--- src/rtl/alu_iter_exec_if.sv ---
// alu_iter_exec_if: operand/result valid-ready bus between the decoder stage, the execute unit and its consumer.
interface alu_iter_exec_if #(parameter int DATA_W = 32);
    logic              in_valid;
    logic              in_ready;
    logic [3:0]        Operation;
    logic [DATA_W-1:0] SrcA;
    logic [DATA_W-1:0] SrcB;
    logic              out_valid;
    logic              out_ready;
    logic [DATA_W-1:0] ALUResult;
    logic              BrTaken;
    logic              Illegal;
    modport master (output in_valid, Operation, SrcA, SrcB, out_ready,
                    input in_ready, out_valid, ALUResult, BrTaken, Illegal);
    modport slave (input in_valid, Operation, SrcA, SrcB, out_ready,
                   output in_ready, out_valid, ALUResult, BrTaken, Illegal);
endinterface

--- src/rtl/alu_iter_exec.sv ---
// alu_iter_exec: execute stage with single-cycle logic/arith/compare/branch ops and bit-serial shifts.
module alu_iter_exec #(
    parameter int DATA_W  = 32,
    parameter int SHAMT_W = 5
) (
    input logic           clk,
    input logic           reset,
    alu_iter_exec_if.slave bus
);
    typedef enum logic [1:0] {IDLE, SHIFT, DONE} state_t;
    state_t             state_q;
    logic [DATA_W-1:0]  res_q, res_d, shf_d, a, b, diff;
    logic               br_q, br_d, ill_q, ill_d, lt, is_shift;
    logic [1:0]         sop_q;
    logic [SHAMT_W-1:0] cnt_q, shamt;
    always_comb begin
        a        = bus.SrcA;
        b        = bus.SrcB;
        diff     = a - b;
        lt       = $signed(a) < $signed(b);
        shamt    = b[SHAMT_W-1:0];
        is_shift = bus.Operation[3:2] == 2'b11 && bus.Operation[1:0] != 2'b00;
        res_d    = '0;
        br_d     = 1'b0;
        ill_d    = 1'b0;
        case (bus.Operation)
            4'b0000: res_d = a & b;
            4'b0001: res_d = a | b;
            4'b0010: res_d = a + b;
            4'b0011: res_d = diff;
            4'b0100: res_d = a ^ b;
            4'b1000: begin res_d = diff; br_d = diff == '0; end
            4'b1001: begin res_d = diff; br_d = diff != '0; end
            4'b1010: begin res_d = diff; br_d = lt; end
            4'b1011: begin res_d = diff; br_d = !lt; end
            4'b1100: res_d = {{(DATA_W-1){1'b0}}, lt};
            4'b1101, 4'b1110, 4'b1111: res_d = a;
            default: ill_d = 1'b1;
        endcase
        // sop_q: 01 SLL, 10 SRL, 11 SRA; bit 0 selects sign fill for right shifts
        shf_d = sop_q == 2'b01 ? {res_q[DATA_W-2:0], 1'b0}
                               : {sop_q[0] & res_q[DATA_W-1], res_q[DATA_W-1:1]};
    end
    always_ff @(posedge clk) begin
        if (reset) begin
            state_q <= IDLE;
            res_q   <= '0;
            br_q    <= 1'b0;
            ill_q   <= 1'b0;
            sop_q   <= 2'b00;
            cnt_q   <= '0;
        end else begin
            case (state_q)
                IDLE: if (bus.in_valid) begin
                    res_q   <= res_d;
                    br_q    <= br_d;
                    ill_q   <= ill_d;
                    sop_q   <= bus.Operation[1:0];
                    cnt_q   <= shamt;
                    state_q <= (is_shift && shamt != '0) ? SHIFT : DONE;
                end
                SHIFT: begin
                    res_q <= shf_d;
                    cnt_q <= cnt_q - 1'b1;
                    if (cnt_q == SHAMT_W'(1)) state_q <= DONE;
                end
                DONE: if (bus.out_ready) state_q <= IDLE;
                default: state_q <= IDLE;
            endcase
        end
    end
    assign bus.in_ready  = state_q == IDLE;
    assign bus.out_valid = state_q == DONE;
    assign bus.ALUResult = res_q;
    assign bus.BrTaken   = br_q;
    assign bus.Illegal   = ill_q;
endmodule

--- src/flat_wrapper.sv ---
// flat-port wrapper written by rule: the top's interface ports become plain ports
module alu_iter_exec_flat 
#(
    parameter int DATA_W  = 32,
    parameter int SHAMT_W = 5
)
  (clk, reset, bus_in_valid, bus_Operation, bus_SrcA, bus_SrcB, bus_out_ready, bus_in_ready, bus_out_valid, bus_ALUResult, bus_BrTaken, bus_Illegal);
  alu_iter_exec_if #(.DATA_W(DATA_W)) bus_i ();
  input logic clk;
  input logic reset;
  input wire logic [$bits(bus_i.in_valid)-1:0] bus_in_valid;
  input wire logic [$bits(bus_i.Operation)-1:0] bus_Operation;
  input wire logic [$bits(bus_i.SrcA)-1:0] bus_SrcA;
  input wire logic [$bits(bus_i.SrcB)-1:0] bus_SrcB;
  input wire logic [$bits(bus_i.out_ready)-1:0] bus_out_ready;
  output wire logic [$bits(bus_i.in_ready)-1:0] bus_in_ready;
  output wire logic [$bits(bus_i.out_valid)-1:0] bus_out_valid;
  output wire logic [$bits(bus_i.ALUResult)-1:0] bus_ALUResult;
  output wire logic [$bits(bus_i.BrTaken)-1:0] bus_BrTaken;
  output wire logic [$bits(bus_i.Illegal)-1:0] bus_Illegal;
  assign bus_i.in_valid = bus_in_valid;
  assign bus_i.Operation = bus_Operation;
  assign bus_i.SrcA = bus_SrcA;
  assign bus_i.SrcB = bus_SrcB;
  assign bus_i.out_ready = bus_out_ready;
  assign bus_in_ready = bus_i.in_ready;
  assign bus_out_valid = bus_i.out_valid;
  assign bus_ALUResult = bus_i.ALUResult;
  assign bus_BrTaken = bus_i.BrTaken;
  assign bus_Illegal = bus_i.Illegal;
  alu_iter_exec #(.DATA_W(DATA_W), .SHAMT_W(SHAMT_W)) u_core (.clk(clk), .reset(reset), .bus(bus_i));
endmodule
--- config.mk ---
export PLATFORM = sky130hd
export DESIGN_NAME = alu_iter_exec_flat
export DESIGN_NICKNAME = d
export VERILOG_FILES = /design/src/rtl/alu_iter_exec_if.sv /design/src/rtl/alu_iter_exec.sv /design/src/flat_wrapper.sv
export SDC_FILE = /design/constraint.sdc
export NUM_CORES = 1
export LEC_CHECK = 0
export BUFFER_PORTS_ARGS = -buffer_cell sky130_fd_sc_hd__buf_2
export CAP_MARGIN = 25
export CORE_MARGIN = 2
export CORE_UTILIZATION = 24
export CTS_CLUSTER_DIAMETER = 200
export CTS_CLUSTER_SIZE = 8
export DETAILED_ROUTE_END_ITERATION = 10
export PLACE_DENSITY_LB_ADDON = 0.25
export SLEW_MARGIN = 5
export SYNTH_ARGS = -nofsm -noshare
export SYNTH_HDL_FRONTEND = slang
export SYNTH_SLANG_ARGS = --single-unit
--- constraint.sdc ---
create_clock -name clk -period 8.7 [get_ports clk]
set_input_delay 0.87 -clock clk [delete_from_list [all_inputs] [get_ports clk]]
set_output_delay 0.87 -clock clk [all_outputs]
set_load 0.01 [all_outputs]
==> impl_metrics.yaml <==
worst_setup_path:
  cp-start-kind: "input pin"
  path_class: "in2reg"
  crit_arrival_ns: 4.94
  critPathMaxFanout: 13
  cp.required_ns: 8.94
  setup.worst_path.end_class: "register"
timing:
  slew_headroom_pct: 31.2
  fin_crit_ns: 4.69
  skew_ns: 0.00996
  setup-violations-final: 0
  worst_pin_slew_ns: 1.03
  tns_ns: 0
  setup_slack_ns: 4.01
  finalCritPeriodShare_pct: 54.0
  hold_ws_ns: 0.482
  slew_viol_final: 0
  hold_viol: 0
  rsz0062_at_grt: "false"
  fmax_mhz: 213
routing:
  antenna_left: 0
  vias_per_cell: 5.60
  drcViolationCount: 0
  wl_per_cell_um: 21.5
  firstDrtPassIters: 8
  via_count: 9532
  routed_wl_um: 36500
  dr.first_iter.drc_count: 939
finish:
  fin_cells: 1703
  fin_nets: 1425
  areaGrowthSynthToFinish_pct: 11.2
  drive_above_1_share_pct: 14.0
  fin_util_pct: 26.9
  postLayoutCellArea_um2: 9230
floorplanning:
  initial_core_util_pct: 24.2
  rows: 68
  die_w_um: 190
  fp.dieArea_um2: 36100
  core_area_um2: 34300
  ios: 108
  die_y_um: 190
global_routing:
  grt_pass1_vias: 9131
  grt_max_degree: 47
  antenna_found_initial: 2
  grt_pass1_wl_um: 55500
  overflow: 0
  grtUsageTotal_pct: 19.7
yosys:
  ys_ff_latch: 43
  yosysWarnings: 0
  synth_cell_types: 90
  ys_async_sr_fraction_pct: 0
  syn_inst: 1198
  syn-num-nets: 1377
  seq_area_frac_synth_pct: 10.4
  syn-cell-area_um2: 8300
  avgSynthCellArea_um2: 6.93
  synth-edff-count: 0
  synth_ff_type: "dfxtp_1"
place:
  pre_cts_ws_ns: 3.84
  gp_congestion: 0.915
  hpwl_um: 28100
  numPortBuffers: 107
  dp_cells: 1694
  dpl-instance-area_um2: 9090
clock_network:
  cts_sinks: 43
  cts.reportedPaths.clkPinSlew_ns: 0.07
  cts_buffers: 5
  htreeDepth: 2
  clockRootBuffer: "clkbuf_16"
  cts_resized: 0
  cts_tree: "done"
  clk_latency_ns: 0.30
  cts_hold_buf: 0
  cts_max_path_buffers: 2
  cts_setup_buffers: 0
pwr:
  cellPowerDensity_nw_per_um2: 112
  finalPower_mw: 1.04
  vdd_drop_max_mv: 0.0705
  power.leakage_nw: 3.96
hold_path:
  min_path_type: "reg2reg"
outcome:
  status: "complete, no violations"
job:
  drv_cap: 0
report_power, final:
| part | switching (mW) | internal [mW] | leakage (nW) |
|---|---|---|---|
| combinational | 0.393 | 0.205 | 3.54 |
| clock | 0.0863 | 0.106 | 0.0669 |
| sequential | 0.0267 | 0.218 | 0.355 |
| total | 0.506 | 0.529 | 3.96 |
worst max-delay path, cell delays in order:
cell	delay, ns
buf_2	0.12
inv_1	0.05
ha_1	0.67
inv_1	0.25
a21oi_1	0.25
o2111ai_1	0.32
nor4_1	0.67
nor3_1	0.13
nor3b_1	0.41
o2111a_1	0.24
nand4_1	0.09
or4_4	0.51
a211oi_2	0.22
nand3b_1	0.12
registers in the layout, summed over array words and instances (netlist names):
register / cells
u_core.sop_q: 2
u_core.bus.ALUResult: 32
u_core.cnt_q: 5
u_core.bus.BrTaken: 1
u_core.state_q: 2
u_core.bus.Illegal: 1
layer usage:
metal  part of all wire, %  track usage [%]  vias to the layer above
li1                      -                -                     4523
met1                    44             25.8                     4578
met2                    47             34.0                      362
met3                   5.4             2.16                       67
met4                   3.2             5.90                        2
met5                 0.030                0                        -
cell families after synthesis:
| family | after synthesis | synth area share, % |
|---|---|---|
| AOI/OAI and AO/OA | 441 | 35.7 |
| xor gates and xnor gates | 18 | 1.90 |
| adders and majority gates | 107 | 16.3 |
| buffers and inverters | 184 | 10.1 |
| DFF | 43 | 10.4 |
| muxes | 30 | 3.68 |
| and+or+nand+nor | 375 | 21.9 |
path summary, 6_finish.rpt:
check	cells past startpoint	startpoint	slack, ns	to
setup / recovery	14	bus_SrcA[21]	4.01	u_core.bus.BrTaken$_SDFFE_PP0P_
hold / removal	2	u_core.bus.Illegal$_SDFFE_PP0P_	0.48	u_core.bus.Illegal$_SDFFE_PP0P_
setup reg to reg	8	u_core.state_q[0]$_SDFFE_PP0P_	5.44	u_core.bus.ALUResult[31]$_SDFFE_PP0P_
hold reg to reg	2	u_core.bus.Illegal$_SDFFE_PP0P_	0.48	u_core.bus.Illegal$_SDFFE_PP0P_
cells in the final DEF, fill, tap and decap left out, drive strengths merged, types with 5 or more instances in the layout:
cell and n:
nor4 17, o2111ai 9, nand2b 13, buf 121, nor2b 11, o311a 5
inv 102, or3 10, a21o 10, nor2 126, a221oi 23, nand3 18
nand2 88, o22ai 14, o31ai 12, ha 105, o21a 7, a221o 7
o221a 5, nand3b 6, a31oi 20, a2111oi 14, nor3 41, a22oi 12
clkbuf 6, a211oi 14, or2 7, o211ai 17, o221ai 12, xnor2 15
a21oi 111, mux2i 26, nand4 14, o21ai 103, and3 6, o311ai 5
o21bai 13, dfxtp 43
synthesized netlist by cell type (5+ instances only):
cell type | instances | area share [%]
a31oi_1 | 20 | 1.5
clkbuf_1 | 54 | 2.4
nor2b_1 | 10 | 0.75
xnor2_1 | 15 | 1.6
nor4_1 | 16 | 1.2
mux2i_1 | 26 | 3.1
o22ai_1 | 14 | 1.1
or2_2 | 5 | 0.38
o211ai_1 | 16 | 1.4
a221o_1 | 7 | 0.84
o2111ai_1 | 9 | 0.95
nand4_1 | 14 | 1.1
a22oi_1 | 12 | 1.1
a211oi_1 | 11 | 1.0
a21o_1 | 9 | 0.81
o31ai_1 | 12 | 1.1
ha_1 | 105 | 16
a21oi_1 | 106 | 6.4
inv_1 | 100 | 4.5
nor3_1 | 41 | 2.5
o311a_1 | 5 | 0.60
o21bai_1 | 13 | 1.2
o221ai_1 | 12 | 1.3
and3_1 | 6 | 0.45
nand3b_1 | 6 | 0.54
o21ai_0 | 98 | 5.9
nor2_1 | 124 | 5.6
nand3_1 | 18 | 1.1
buf_2 | 5 | 0.30
a221oi_1 | 23 | 2.4
clkbuf_8 | 9 | 1.5
o21a_1 | 7 | 0.63
dfxtp_1 | 43 | 10
or3_1 | 10 | 0.75
nand2b_1 | 12 | 0.90
a2111oi_0 | 13 | 1.4
nand2_1 | 88 | 4.0
final cells by class:
type	instances	area, um2
timing repair buffer	121	641
sequential	43	861
clock inverter	2	12.5
clock buffer	6	129
antenna	1	2.50
inverter	104	390
fill	3831	25100
multi-input combinational	971	6630
tap	455	569
Power figures use the tool's default switching activity.
